==> src/rtl/rtc_ctrl_pkg.sv <==
// Shared types and widths for the rtc adjustment controller.
// Latency: n/a (declarations only).
// Backpressure: n/a.
package rtc_ctrl_pkg;

  typedef enum logic [1:0] {
    IDLE  = 2'd0,
    ISSUE = 2'd1,
    WAIT  = 2'd2
  } state_e;

  localparam int NS_W  = 38;
  localparam int SEC_W = 48;
  localparam int PER_W = 40;
  localparam int OFF_W = 32;
  // One extra bit so that negating -2^31 cannot overflow.
  localparam int REM_W = OFF_W + 1;

  // Saturate v into [-lim, +lim].
  function automatic logic signed [REM_W-1:0] clamp(
    input logic signed [REM_W-1:0] v,
    input logic signed [REM_W-1:0] lim
  );
    logic signed [REM_W-1:0] r;
    r = v;
    if (v > lim) begin
      r = lim;
    end else if (v < -lim) begin
      r = -lim;
    end
    clamp = r;
  endfunction

endpackage

==> src/rtl/rtc_adj_ctrl.sv <==
// Sequences ToD steps, period updates and chunked offset slews into the rtc load inputs.
// Latency: every rtc strobe is registered, one cycle after its valid&ready transfer.
// Backpressure: ts always accepted; per stalls behind ts; slew start needs idle and no ts/per.
module rtc_adj_ctrl
  import rtc_ctrl_pkg::*;
#(
  parameter int MAX_CHUNK = 128,
  parameter int SPACING   = 15
) (
  input  logic             clk,
  input  logic             rst,
  input  logic             ts_valid,
  output logic             ts_ready,
  input  logic [NS_W-1:0]  ts_ns,
  input  logic [SEC_W-1:0] ts_sec,
  input  logic             per_valid,
  output logic             per_ready,
  input  logic [PER_W-1:0] per_val,
  input  logic             slw_valid,
  output logic             slw_ready,
  input  logic [OFF_W-1:0] slw_off,
  output logic             slw_busy,
  output logic             slw_done,
  output logic             slw_abort,
  output logic             time_ld,
  output logic [NS_W-1:0]  time_reg_ns_in,
  output logic [SEC_W-1:0] time_reg_sec_in,
  output logic             period_ld,
  output logic [PER_W-1:0] period_in,
  output logic             adj_ld,
  output logic [31:0]      adj_ld_data,
  output logic [PER_W-1:0] period_adj
);

  localparam int WCNT_W = $clog2(SPACING + 4);
  localparam logic signed [REM_W-1:0] LIM       = REM_W'(MAX_CHUNK);
  localparam logic [WCNT_W-1:0]       WCNT_INIT = WCNT_W'(SPACING + 3);

  state_e                  state_q, state_d;
  logic signed [REM_W-1:0] rem_q, rem_d;
  logic [WCNT_W-1:0]       wcnt_q, wcnt_d;
  logic                    time_ld_q, time_ld_d;
  logic [NS_W-1:0]         time_ns_q, time_ns_d;
  logic [SEC_W-1:0]        time_sec_q, time_sec_d;
  logic                    period_ld_q, period_ld_d;
  logic [PER_W-1:0]        period_q, period_d;
  logic                    adj_ld_q, adj_ld_d;
  logic [PER_W-1:0]        padj_q, padj_d;
  logic                    done_q, done_d;
  logic                    abort_q, abort_d;

  logic                    ts_xfer, per_xfer, slw_xfer;
  logic signed [REM_W-1:0] chunk;
  logic [PER_W-1:0]        chunk40;

  // Priority ts > per > slew start: lower requesters are held off combinationally.
  assign ts_ready  = 1'b1;
  assign per_ready = !ts_valid;
  assign slw_ready = (state_q == IDLE) && !ts_valid && !per_valid;

  assign ts_xfer  = ts_valid && ts_ready;
  assign per_xfer = per_valid && per_ready;
  assign slw_xfer = slw_valid && slw_ready;

  assign chunk   = clamp(rem_q, LIM);
  assign chunk40 = {{(PER_W - REM_W){chunk[REM_W-1]}}, chunk};

  // State register.
  always_ff @(posedge clk or posedge rst) begin
    if (rst) begin
      state_q <= IDLE;
    end else begin
      state_q <= state_d;
    end
  end

  // Next-state: a ToD step always kills an active slew back to IDLE.
  always_comb begin
    state_d = state_q;
    case (state_q)
      IDLE:    if (slw_xfer) state_d = ISSUE;
      ISSUE:   if (ts_xfer || rem_q == '0) state_d = IDLE;
               else state_d = WAIT;
      WAIT:    if (ts_xfer) state_d = IDLE;
               else if (wcnt_q == '0) state_d = ISSUE;
      default: state_d = IDLE;
    endcase
  end

  // Output and datapath next values: strobes default low, data holds.
  always_comb begin
    time_ld_d   = ts_xfer;
    time_ns_d   = ts_xfer ? ts_ns : time_ns_q;
    time_sec_d  = ts_xfer ? ts_sec : time_sec_q;
    period_ld_d = per_xfer;
    period_d    = per_xfer ? per_val : period_q;
    rem_d       = rem_q;
    wcnt_d      = wcnt_q;
    adj_ld_d    = 1'b0;
    padj_d      = padj_q;
    done_d      = 1'b0;
    abort_d     = 1'b0;
    case (state_q)
      IDLE: begin
        if (slw_xfer) rem_d = {slw_off[OFF_W-1], slw_off};
      end
      ISSUE: begin
        if (ts_xfer) begin
          rem_d   = '0;
          padj_d  = '0;
          abort_d = 1'b1;
        end else if (rem_q == '0) begin
          done_d = 1'b1;
          padj_d = '0;
        end else begin
          adj_ld_d = 1'b1;
          padj_d   = chunk40 << 24;
          rem_d    = rem_q - chunk;
          wcnt_d   = WCNT_INIT;
        end
      end
      WAIT: begin
        if (ts_xfer) begin
          rem_d   = '0;
          padj_d  = '0;
          abort_d = 1'b1;
        end else if (wcnt_q != '0) begin
          wcnt_d = wcnt_q - WCNT_W'(1);
        end
      end
      default: ;
    endcase
  end

  // Datapath and strobe registers.
  always_ff @(posedge clk or posedge rst) begin
    if (rst) begin
      rem_q       <= '0;
      wcnt_q      <= '0;
      time_ld_q   <= 1'b0;
      time_ns_q   <= '0;
      time_sec_q  <= '0;
      period_ld_q <= 1'b0;
      period_q    <= '0;
      adj_ld_q    <= 1'b0;
      padj_q      <= '0;
      done_q      <= 1'b0;
      abort_q     <= 1'b0;
    end else begin
      rem_q       <= rem_d;
      wcnt_q      <= wcnt_d;
      time_ld_q   <= time_ld_d;
      time_ns_q   <= time_ns_d;
      time_sec_q  <= time_sec_d;
      period_ld_q <= period_ld_d;
      period_q    <= period_d;
      adj_ld_q    <= adj_ld_d;
      padj_q      <= padj_d;
      done_q      <= done_d;
      abort_q     <= abort_d;
    end
  end

  assign slw_busy        = (state_q != IDLE);
  assign slw_done        = done_q;
  assign slw_abort       = abort_q;
  assign time_ld         = time_ld_q;
  assign time_reg_ns_in  = time_ns_q;
  assign time_reg_sec_in = time_sec_q;
  assign period_ld       = period_ld_q;
  assign period_in       = period_q;
  assign adj_ld          = adj_ld_q;
  assign adj_ld_data     = 32'(SPACING);
  assign period_adj      = padj_q;

endmodule

==> config.mk <==
export PLATFORM = sky130hd
export DESIGN_NAME = rtc_adj_ctrl
export DESIGN_NICKNAME = d
export VERILOG_FILES = /design/src/rtl/rtc_ctrl_pkg.sv /design/src/rtl/rtc_adj_ctrl.sv
export SDC_FILE = /design/constraint.sdc
export NUM_CORES = 1
export LEC_CHECK = 0
export BUFFER_PORTS_ARGS = -buffer_cell sky130_fd_sc_hd__buf_2
export CAP_MARGIN = 20
export CORE_AREA = 2 2 143 145
export CTS_CLUSTER_SIZE = 14
export DETAILED_ROUTE_END_ITERATION = 8
export DIE_AREA = 0 0 145 147
export PLACE_DENSITY = 0.77
export RECOVER_POWER = 50
export SYNTH_ARGS = -nofsm -noshare
export SYNTH_HDL_FRONTEND = slang
export SYNTH_SLANG_ARGS = --single-unit
==> constraint.sdc <==
create_clock -name clk -period 6.66 [get_ports clk]
set_input_delay 0.999 -clock clk [delete_from_list [all_inputs] [get_ports clk]]
set_output_delay 0.999 -clock clk [all_outputs]
set_load 0.01 [all_outputs]
# Word level (Yosys, flattened, before mapping)
# Cells that the tools add are included.
[classes]
n_addsub = 2
magnitude_cmp = 2
n_eq_ne = 10
n_mux = 29
n_reduce_logical = 19
[ops]
columns = ["op", "n"]
rows = [
  ["$mux 33", 6],
  ["$mux 40", 3],
  ["$pmux 33 s3", 1],
  ["$pmux 40 s2", 1],
  ["$gt 33x9->1 const B", 1],
  ["$logic_not 33->1", 1],
  ["$lt 33x8->1 const B", 1],
  ["$sub 33x33->33", 1],
  ["$mux 5", 4],
  ["$ne 2x2->1 const B", 6],
  ["$pmux 5 s2", 1],
  ["$mux 1", 8],
  ["$mux 2", 4],
  ["$ne 3x3->1 const B", 2],
  ["$pmux 2 s3", 1],
  ["$logic_not 5->1", 1],
  ["$reduce_and 5->1", 1],
  ["$reduce_bool 5->1", 1],
  ["$sub 5x1->5 const B", 1],
  ["$logic_and 1x1->1", 4],
  ["$reduce_and 2->1", 2],
  ["$reduce_and 4->1", 1],
  ["$reduce_bool 2->1", 2],
  ["$reduce_bool 3->1", 1],
  ["6 further kinds", 7],
]
[totals]
ff_bits = 211
in_bits = 163
wordCells = 74

# Longest topological paths before layout
# Gate-level depths: netlist of the first run.
[depth]
word_depth = 7
ltp_mapped = 19
ltp_nobuf = 18

# Worst setup path after synthesis of the first run
# OpenSTA, ideal clock, no wires.
[synth_path]
path_type = "reg-to-reg"
from = "register rem_q[3]"
to = "register rem_q[32]"
setup_time_ns = 0.131
arrival_ns = 3.976
t_required_ns = 6.529
path_slack_ns = 2.553
stages_incl_launch_ff = 18
period_less_slack_ns = 4.107
path_cell_list = "dfrtp_1 -> nor4_1 -> nand2_1 -> a211oi_1 -> or2_2 -> clkbuf_1 -> nor2b_1 -> nand2_1 -> fa_1 -> a211oi_2 -> o211ai_1 -> and3_1 -> o21a_1 -> nor4_4 -> o31ai_2 -> a211oi_2 -> nor3_1 -> or3_1"
[synth_between]
elab_chain_len = 7
elab_cells_between_ends = 11
cone_classes = "add/sub (1); order compare (2); eq/ne (1); mux (5); reduce/logical (2)"
[synth_lines]
columns = ["item", "line", "source"]
rows = [
  ["start, declared", "rtc_adj_ctrl.sv:40", "logic signed [REM_W-1:0] rem_q, rem_d;"],
  ["start signal, assigned", "rtc_adj_ctrl.sv:150", "rem_q <= rem_d;"],
  ["$lt 33x8->1", "rtc_ctrl_pkg.sv:28", "end else if (v < -lim) begin"],
  ["$mux 33", "rtc_ctrl_pkg.sv:28", ""],
  ["$mux 33", "rtc_ctrl_pkg.sv:26", "if (v > lim) begin"],
  ["$sub 33x33->33", "rtc_adj_ctrl.sv:118", "rem_d = rem_q - chunk;"],
  ["$mux 33", "rtc_adj_ctrl.sv:112", "end else if (rem_q == '0) begin"],
  ["$mux 33", "rtc_adj_ctrl.sv:108", "if (ts_xfer) begin"],
  ["$pmux 33 s3", "rtc_adj_ctrl.sv:103", "case (state_q)"],
]
# Several ways; a longest one is shown, not always the timed one. The select of a mux whose other input is x is not followed.
# A chain may end at the register's enable or synchronous reset.

# Worst setup path in the final report of the first run
[layout_path]
from = "register rem_q[11]"
to = "register rem_q[32]"
# Same word-level chain as after synthesis.

==> results of run 1 <==
## how the worst max path moves through the flow
stage | cells after the start | startpoint | end | slack, ns
2_1_floorplan | 1 | rst | adj_ld | 0.58
3_3_place_gp | 16 | rem_q[11] | rem_q[32] | 2.02
3_5_place_dp | 16 | rem_q[11] | rem_q[32] | 1.85
4_1_cts | 16 | rem_q[11] | rem_q[32] | 1.77
5_1_grt | 16 | rem_q[11] | rem_q[32] | 1.34
6_report | 16 | rem_q[11] | rem_q[32] | 1.69
## per-layer routing
layer / track usage, % / routed length, µm / vias up
met4: 7.079 / 535 / 0
met5: 0 / 0 / -
li1: - / - / 3669
met1: 33.80 / 11460 / 3902
met2: 43.45 / 13730 / 372
met3: 5.745 / 2013 / 34
## cells by family (layout without fill, tap and decap cells)
logic type / Yosys count / count (layout) / share of synthesized area (%)
adders and majority gates: 41 / 41 / 5.377
DFF: 187 / 187 / 48.35
muxes: 128 / 128 / 14.87
xor gates and xnor gates: 24 / 24 / 2.172
buffers and inverters: 114 / 373 / 6.631
AOI/OAI and AO/OA: 193 / 193 / 12.93
and+or+nand+nor: 194 / 194 / 9.604
other: 2 / 58 / 0.07759
## worst max-delay path, delay by kind of cell (launching register included)
family,cells,cell delay [ns]
AO/OA/AOI/OAI,6,1.24
AND/OR/NAND/NOR,9,2.69
flip-flops,1,0.43
adder cells (fa/ha/maj),1,0.48
## area by class of cell
type | count | area [µm²]
clock buffers | 17 | 425.4
multi-input cells | 637 | 4564
fillers | 1653 | 7991
clock inverters | 15 | 226.5
inverters | 21 | 86.33
well taps | 270 | 337.8
repair buffers | 320 | 1530
diodes | 1 | 2.502
flip-flops and latches | 187 | 4679
## report_power, final
group	internal (mW)	switching [mW]
logic	1.18	1.79
registers	1.38	0.230
clock network	0.539	0.570
## flip-flops by register name, summed over array words and instances (netlist names), 2 cells and up
register	cells
state_q	2
wcnt_q	5
period_in	40
time_reg_sec_in	48
rem_q	33
period_adj	16
time_reg_ns_in	38
## Yosys cell counts (3+ instances only)
| cell | count | share of area (%) |
|---|---|---|
| or3_1 | 8 | 0.52 |
| o21a_1 | 6 | 0.47 |
| a31oi_1 | 6 | 0.39 |
| a21oi_1 | 47 | 2.4 |
| nand4_1 | 10 | 0.65 |
| mux2_2 | 126 | 15 |
| nand2b_1 | 4 | 0.26 |
| buf_1 | 3 | 0.12 |
| o21bai_1 | 7 | 0.54 |
| nand3_1 | 8 | 0.41 |
| o211ai_1 | 4 | 0.31 |
| a221oi_1 | 17 | 1.5 |
| nor3_1 | 14 | 0.72 |
| nor2_1 | 64 | 2.5 |
| a22o_1 | 7 | 0.63 |
| xor2_1 | 11 | 1.0 |
| inv_1 | 21 | 0.81 |
| o21ai_0 | 58 | 3.0 |
| nand2_1 | 50 | 1.9 |
| a211oi_1 | 4 | 0.31 |
| and3_1 | 9 | 0.58 |
| xnor2_1 | 13 | 1.2 |
| nor2b_1 | 7 | 0.45 |
| ha_1 | 40 | 5.2 |
| a21o_1 | 19 | 1.5 |
| clkbuf_1 | 33 | 1.3 |
| dfrtp_1 | 187 | 48 |
| nor4_1 | 10 | 0.65 |
| buf_4 | 57 | 4.4 |
## stage by stage
step / hold slack [ns] / instances / utilization (%) / setup WS [ns]
floorplan: 0.4579 / 938 / - / 0.5756
global route: 0.5153 / 1468 / 59.73 / 1.342
finish: 0.4836 / 1468 / 59.73 / 1.690
CTS: 0.4859 / 1466 / 60.19 / 1.774
detailed placement: 0.4651 / 1434 / 56.90 / 1.847
global placement: 0.4627 / 1434 / 56.90 / 2.017
## layout by cell type (no fill, tap or decap), types with 9 or more instances in the layout
cell type and n:
nand2_1 50, and3_1 9, a221oi_1 17, a21o_1 19, xor2_1 11, nor2_1 64, nor4_1 10, a21oi_1 47
ha_1 40, buf_2 245, nand4_1 10, clkbuf_1 69, nor3_1 14, dfrtp_1 187, inv_1 20, clkbuf_16 17
mux2_2 125, o21ai_0 58, conb_1 57, xnor2_1 13
==> impl_results.md, run 1 <==
- Slew HR: -28.85%
- Mapped Cells: approximately 880
- Cell area after layout: approximately 12,000 µm²
- Reg2reg start: rem_q[11]
- Row count: 52
- Remaining global-route overflow: 0
- Via Count: approximately 8,000
- LEAKAGE: about 5.6 nW
- Root Driver: clkbuf_16
- RSZ-0062 raised after global routing: no
- Number of global-route vias before repair: 7,635
- Avg WL per Cell: 18.89 µm
- Post-synthesis sequential area ratio: 48.35%
- Synth Flop Type: dfrtp_1
- Post-DR vias/cell: 5.434
- Detailed placer's ending HPWL: 20,830 µm
- Final hold vios: 0
- Clock latency on the worst-skew pair: 0.45 ns
- Post_cts resized: 0
- Full die area: around 21,000 µm²
- Worst-path clk slew: ~0.090 ns
- FF-to-FF End: rem_q[32]
- Peak supply drop: approximately 320 µV
- Setup violators final: 0
- Sink Count: 187
- R2R setup slack: approximately 1.7 ns
- H-tree levels: 4
- DR DRC count: 0
- Status: complete, but fails checks
- Share of cells above drive strength 1: approximately a third
- Hold buffers post-CTS: 0
- Crit-path cells: nor4_1 -> nand4_1 -> a211oi_1 -> or2_2 -> nor2b_1 -> nand2_1 -> fa_1 -> a211oi_2 -> o211ai_1 -> and3_1 -> o21a_1 -> nor4_4 -> o31ai_2 -> a211oi_2 -> nor3_1 -> or3_1
- Length of the first detailed-routing pass in iterations: 5
- Yosys reg bits: ~190
- CTS max path bufs: 2
- TritonCTS buffer count: 17
- CP endpoint kind: register
- Worst EP required: about 7 ns
- Final nets: between 1,000 and 1,500
- Startpoint Class: register
- Ys async rst share: 100.0%
- Most used cell, CP: a211oi_2
- Post-CTS Setup Bufs: 0
- WP data arrival: around 5.3 ns
- Overall Power: 5.696 mW
- Failing checks: max-capacitance violations, max-slew violations
- Worst Skew: between 0.02 and 0.025 ns
- Min cycle time layout: approximately 5 ns
- Largest net degree at the start of global routing: 133
- Fmax: a little over 200 MHz
- Initial antenna violation count: 1
- First-pass GRT wire length: 42,600 µm
- Pwr per Cell Area: roughly 480 nW/µm²
- Critical-path top delay cell: fa_1
- CTS tree: yes
- Num ports: 370
- Post-Route WL: roughly 28,000 µm
- Total track usage: about a quarter
- Cell area after synthesis: slightly below 10,000 µm²
- Die width: 145 µm
- Hold depth: 2
- Gp weighted congestion: around 0.9
- Port buffer count: approximately 310
- Crit-path max FO: 26
- Hold EP: period_adj[32]
- Worst reg-to-reg path cell count: 16
- DRT antenna net count: 0
- Netlist cell types: 53
- Setup TNS: 0 ns
- Hold Crit Class: register to register
- Mapped Avg Cell Area: ~11 µm²
- Starting Density: between 40% and 50%
- Worst slew pin tran: between 1.5 and 2 ns
- Chip height: about 150 µm
- Max Cap Viol: 2
- Max incr delay on CP: 0.48 ns
- Final Cycle Share: about three quarters
- Initial drt markers: between 500 and 600
- Syn. warnings: 0
- Classification of the worst setup path: register to register
- Hold Crit Start: period_adj[32]
- DP Area: roughly 11,000 µm²
- Core area: around 20,000 µm²
- Number of synthesized flops with an enable pin: 0
- Area Growth Syn to Fin: 22.45%
- Max-slew violation count: 69
(Power assumes the default switching activity.)
==> inputs of run 2 (changes only) <==
--- a/config.mk
+++ b/config.mk
@@ -5,13 +5,14 @@
 export SDC_FILE = /design/constraint.sdc
 export NUM_CORES = 1
 export LEC_CHECK = 0
+export ABC_AREA = 1
 export BUFFER_PORTS_ARGS = -buffer_cell sky130_fd_sc_hd__buf_2
 export CAP_MARGIN = 20
-export CORE_AREA = 2 2 143 145
+export CORE_AREA = 2 2 157 159
 export CTS_CLUSTER_SIZE = 14
 export DETAILED_ROUTE_END_ITERATION = 8
-export DIE_AREA = 0 0 145 147
-export PLACE_DENSITY = 0.77
+export DIE_AREA = 0 0 159 161
+export PLACE_DENSITY = 0.73
 export RECOVER_POWER = 50
 export SYNTH_ARGS = -nofsm -noshare
 export SYNTH_HDL_FRONTEND = slang
==> constraint.sdc (replaced) <==
create_clock -name clk -period 4.23 [get_ports clk]
set_input_delay 0.6345 -clock clk [delete_from_list [all_inputs] [get_ports clk]]
set_output_delay 0.6345 -clock clk [all_outputs]
set_load 0.01 [all_outputs]
==> impl_results.md, run 2 <==
- Status: complete, but fails checks
- Failing checks: max-capacitance violations, max-slew violations
- WHS: 0.3922 ns
- H-tree levels: 4
- Final Cycle Share: 90.15%
- Classification of the worst setup path: register to register
- CTS max path bufs: 2
- Ys async rst share: between 90% and 100%
- Synth Flop Type: dfrtp_1
- Starting Density: 45.00%
- Synth area leaders: dfrtp_1 43%, nand2_1 23%, inv_1 5.3%
- Max Cap Viol: 6
- Hold Crit Class: primary input to register
- Root Driver: clkbuf_16
- Chip height: roughly 160 µm
- Remaining global-route overflow: 0
- Detailed placer's ending HPWL: about 25,000 µm
- Via Count: ~10,000
- Worst-path clk slew: roughly 0.08 ns
- DR DRC count: 0
- Worst EP required: approximately 4.6 ns
- Slew HR: -52.56%
- Crit-path cells: nand2_1 -> nor4_1 -> nand3_1 -> ha_1 -> inv_1 -> nand3_1 -> inv_1 -> ha_1 -> inv_1 -> fa_1 -> nand2_1 -> nand2_1 -> nand3_1 -> nand2_1 -> nand2_1 -> nand2_1 -> nand2_1 -> nand2_1 -> nand2_1 -> nand3_1 -> a21oi_1
- Setup TNS: 0 ns
- Area Growth Syn to Fin: 19.57%
- Cell area after synthesis: 10,780 µm²
- Commonest non-fill, non-tap cells in the layout: 671 x nand2_1, 257 x buf_2, 187 x dfrtp_1
- Netlist cell types: a little over 40
- CP endpoint kind: register
- Number of synthesized flops with an enable pin: 0
- Most used cell, CP: nand2_1
- Sink Count: 187
- Most frequent cell after synthesis: nand2_1
- Worst Skew: approximately 0.021 ns
- Max incr delay on CP: between 0.4 and 0.5 ns
- Number of fill cells: about 2,300
- Yosys reg bits: around 190
- Setup violators final: 0
- Worst slew pin tran: approximately 2.3 ns
- Core area: between 20,000 and 25,000 µm²
- Min cycle time layout: between 3 and 4 ns
- RSZ-0062 raised after global routing: no
- Yosys top cell by area: dfrtp_1
- Final hold vios: 0
- Most frequent cells after synthesis: 671 x nand2_1, 187 x dfrtp_1, 152 x inv_1
- LEAKAGE: approximately 7.4 nW
- Largest net degree at the start of global routing: between 80 and 90
- Mapped Cells: approximately 1,500
- Num ports: between 300 and 400
- DRT antenna net count: 0
- Pwr per Cell Area: between 700 and 800 nW/µm²
- First-pass GRT wire length: ~52,000 µm
- Final nets: approximately 2,000
- Post-synthesis sequential area ratio: a little over two fifths
- Post-Route WL: 32,690 µm
- Port buffer count: approximately 310
- Post-CTS Setup Bufs: 0
- Syn. warnings: 0
- Row count: 57
- Hold buffers post-CTS: 0
- Startpoint Class: register
- Full die area: between 20,000 and 30,000 µm²
- Overall Power: 9.790 mW
- Mapped Avg Cell Area: approximately 7 µm²
- Critical-path top delay cell: dfrtp_1
- Crit-path max FO: 9
- Length of the first detailed-routing pass in iterations: 7
- Avg WL per Cell: between 15 and 20 µm
- Most common cell after layout, fill and taps aside: nand2_1
- Fmax: about 260 MHz
- WP data arrival: between 4 and 5 ns
- Post_cts resized: 0
- Max reg flops: 48
- Gp weighted congestion: just under 1
- Total track usage: between 20% and 30%
- Clock latency on the worst-skew pair: between 0.4 and 0.5 ns
- Peak supply drop: roughly 420 µV
- TritonCTS buffer count: 17
- Share of cells above drive strength 1: between 10% and 20%
- Die width: around 160 µm
- CTS tree: yes
- Initial antenna violation count: 0
- Number of global-route vias before repair: about 9,800
- Initial drt markers: approximately 780
- Synth top area share: a little over two fifths
- Max-slew violation count: 284
- Antenna cells: 0
- Post-DR vias/cell: between 4 and 5
## run 2: final timing paths
path                                      from  slack (ns)                   to  cells after the start
min in group asynchronous                  rst        0.62        period_in[12]                      2
min                                per_val[31]        0.39        period_in[31]                      3
min reg2reg                time_reg_sec_in[35]        0.47  time_reg_sec_in[35]                      2
max reg2reg                          rem_q[31]        0.42            rem_q[20]                     21
max                                  rem_q[31]        0.42            rem_q[20]                     21
max in group asynchronous                  rst        0.69            rem_q[25]                      3
## run 2: area by class of cell
type                    instances  area (µm²)  area share (%)
repair buffers                323        1595           12.37
clock inverters                14       173.9           1.349
well taps                     324       405.4           3.144
multi-input cells            1114        5015           38.89
inverters                     158       596.8           4.628
flip-flops and latches        187        4679           36.29
clock buffers                  18       429.2           3.328
## run 2: cells by family (layout without fill, tap and decap cells)
family | after synthesis | count (layout) | synth area share [%]
and+or+nand+nor | 859 | 859 | 31.81
DFF | 187 | 187 | 43.39
buffers and inverters | 261 | 513 | 12.02
AOI/OAI and AO/OA | 155 | 155 | 7.715
adders and majority gates | 41 | 41 | 4.827
xor gates and xnor gates | 2 | 2 | 0.1625
other | 2 | 57 | 0.06964
## run 2: through the flow
| stage | instances | setup WS, ns | utilization, % | area [µm²] |
|---|---|---|---|---|
| after floorplan | 1562 | 1.189 | - | 10990 |
| after global placement | 2105 | 0.6463 | 51.58 | 12360 |
| after detailed placement | 2106 | 0.5194 | 51.70 | 12390 |
| after CTS | 2138 | 0.5015 | 54.21 | 12990 |
| after global routing | 2138 | 0.1133 | 53.81 | 12890 |
| final | 2138 | 0.4167 | 53.81 | 12890 |
## run 2: layer usage
| layer | GRT usage, % | up-vias | wire length [µm] |
|---|---|---|---|
| li1 | - | 5132 | - |
| met3 | 3.955 | 71 | 1983 |
| met2 | 41.76 | 429 | 15550 |
| met1 | 34.15 | 4784 | 14180 |
| met4 | 9.132 | 0 | 982 |
| met5 | 0 | - | 0 |
## run 2: critical path: cells and delay by family, from the launching register on
kind,cells,cell delay [ns]
simple gates,14,1.66
buf+inv,3,0.45
compound gates,1,0.18
fa+ha+maj,3,0.96
flops,1,0.47
## run 2: power by group
part | internal [mW] | leakage (nW) | switching (mW)
combinational | 1.79 | 4.82 | 3.86
sequential | 2.16 | 2.30 | 0.345
clock | 0.806 | 0.288 | 0.828
total | 4.75 | 7.41 | 5.04
==> inputs of run 3 (changes only) <==
==> constraint.sdc (replaced) <==
create_clock -name clk -period 4.23 [get_ports clk]
set_input_delay 0.2115 -clock clk [delete_from_list [all_inputs] [get_ports clk]]
set_output_delay 0.2115 -clock clk [all_outputs]
set_load 0.01 [all_outputs]
==> impl_results.md, run 3 (synthesis results as in run 2) <==
- Setup violators final: 0
- Full die area: 25,600 µm²
- Final Cycle Share: 90.16%
- CTS max path bufs: 2
- CP endpoint kind: register
- Max Cap Viol: 3
- Core area: about 24,000 µm²
- Worst-path clk slew: 0.08 ns
- Root Driver: clkbuf_16
- Post-CTS Setup Bufs: 0
- Post_cts resized: 0
- Detailed placer's ending HPWL: approximately 24,000 µm
- Num ports: 370
- Avg WL per Cell: ~15 µm
- Failing checks: max-capacitance violations, max-slew violations
- Area Growth Syn to Fin: 31.01%
- Clock latency on the worst-skew pair: roughly 0.43 ns
- Max incr delay on CP: approximately 0.46 ns
- Most used cell, CP: nand2_1
- Length of the first detailed-routing pass in iterations: 8
- Crit-path max FO: 32
- Min cycle time layout: roughly 3.8 ns
- Number of global-route vias before repair: between 10,000 and 15,000
- Worst EP required: around 4.6 ns
- Die width: around 160 µm
- Classification of the worst setup path: register to register
- Largest net degree at the start of global routing: 188
- Post-DR vias/cell: roughly 5
- Crit path buffers/inverters: 1
- Status: complete, but fails checks
- Initial antenna violation count: 0
- DR DRC count: 0
- H-tree levels: 4
- Most common cell after layout, fill and taps aside: nand2_1
- Gp weighted congestion: 0.9453
- Number of fill cells: around 2,100
- Chip height: between 150 and 200 µm
- Initial drt markers: between 800 and 900
- First-pass GRT wire length: about 55,000 µm
- Worst slew pin tran: between 3 and 4 ns
- LEAKAGE: approximately 8 nW
- Max-slew violation count: 362
- Fmax: between 200 and 300 MHz
- Hold Crit Class: primary input to register
- Max reg flops: between 40 and 50
- Total track usage: between 20% and 30%
- Startpoint Class: register
- Critical-path top delay cell: nand2_2
- CTS tree: yes
- Worst Skew: roughly 0.014 ns
- Pwr per Cell Area: between 700 and 800 nW/µm²
- Final hold vios: 0
- DRT antenna net count: 0
- Cell area after layout: 14,130 µm²
- TritonCTS buffer count: 17
- Via Count: between 10,000 and 15,000
- Peak supply drop: 331.9 µV
- Sink Count: approximately 190
- Port buffer count: about 310
- Final core utilization: between 50 and 60%
- Setup TNS: 0 ns
- Min setup slack post-route: around 0.42 ns
- Place WS: between 0.5 and 0.6 ns
- Remaining global-route overflow: 0
- Post-Route WL: roughly 35,000 µm
- DP Area: roughly 12,000 µm²
- Row count: 57
- Worst path top cell family by delay: simple AND/OR/NAND/NOR gates
- Starting Density: 45.00%
- Slew HR: -146.0%
- WP data arrival: between 4 and 5 ns
- Final nets: around 2,100
- Share of cells above drive strength 1: about a fifth
- Commonest non-fill, non-tap cells in the layout: 671 x nand2_1, 295 x buf_2, 187 x dfrtp_1
- Crit-path cells: nor2_1 -> nand2_1 -> nor2_1 -> nand2_1 -> nor2_1 -> nand2_1 -> nand2_2 -> o21ai_0 -> ha_1 -> nand2_1 -> inv_1 -> nand2_1 -> nand2_1 -> nand2_1 -> nand2_1 -> a21oi_1 -> nand2_1 -> nand2_1 -> nand3_1 -> a21oi_2
- RSZ-0062 raised after global routing: no
-- run 3: cell count changes in the layout (fill, tap and decap cells not counted), moves of 2 or more --
cell / previous run / this run
clkbuf_1: 58 / 18
dlymetal6s4s_1: 2 / 0
inv_12: 1 / 3
dlygate4sd3_1: 0 / 119
buf_2: 257 / 295
-- run 3: per-layer routing --
metal  wire length, µm  track usage, %
met2             16800           46.01
met5                 0               0
met3              2222           5.110
met1             14520           34.10
met4              1212           10.25
-- run 3: path summary, 6_finish.rpt --
| kind | start | to | slack (ns) | cells past startpoint |
|---|---|---|---|---|
| worst max register to register | rem_q[19] | rem_q[27] | 0.42 | 20 |
| min in group asynchronous | rst | time_reg_sec_in[27] | 0.72 | 3 |
| worst min-delay path | per_val[37] | period_in[37] | 0.02 | 3 |
| worst max-delay path | rem_q[19] | rem_q[27] | 0.42 | 20 |
| worst min register to register | time_reg_ns_in[36] | time_reg_ns_in[36] | 0.47 | 2 |
| max in group asynchronous | rst | time_reg_ns_in[27] | 1.90 | 3 |
-- run 3: metrics by stage --
| stage | hold slack (ns) | total power [mW] | instances |
|---|---|---|---|
| floorplan | 0.2429 | 6.642 | 1562 |
| global placement | 0.4108 | 7.965 | 2102 |
| detailed placement | 0.4136 | 8.066 | 2102 |
| CTS | 0.0006197 | 9.866 | 2253 |
| global route | 0.004553 | 10.77 | 2254 |
| finish | 0.01616 | 9.909 | 2255 |
-- run 3: final cells by class --
| cell class | count | area (µm²) | area share, % |
|---|---|---|---|
| antenna | 1 | 2.502 | 0.01771 |
| sequential | 187 | 4679 | 33.12 |
| tap | 324 | 405.4 | 2.869 |
| timing repair buffer | 439 | 2805 | 19.85 |
| clock inverter | 14 | 182.7 | 1.293 |
| multi-input combinational | 1114 | 5015 | 35.49 |
| inverter | 158 | 599.3 | 4.242 |
| clock buffer | 18 | 439.2 | 3.108 |
-- run 3: worst min-delay path, stage by stage --
cell and delay [ns]:
buf_2 0.07, nand2_1 0.06, nand2_1 0.06
-- run 3: timing repair --
| item | in CTS | in global routing |
|---|---|---|
| hold buffers | 119 | 0 |
| hold endpoints to repair | 119 | 0 |
| endpoints found under the setup margin | 0 | 0 |
-- run 3: power by group --
part | switching, mW | internal [mW] | total, mW
registers | 0.342 | 2.16 | 2.50
clock network | 0.848 | 0.832 | 1.68
logic | 3.85 | 1.88 | 5.73
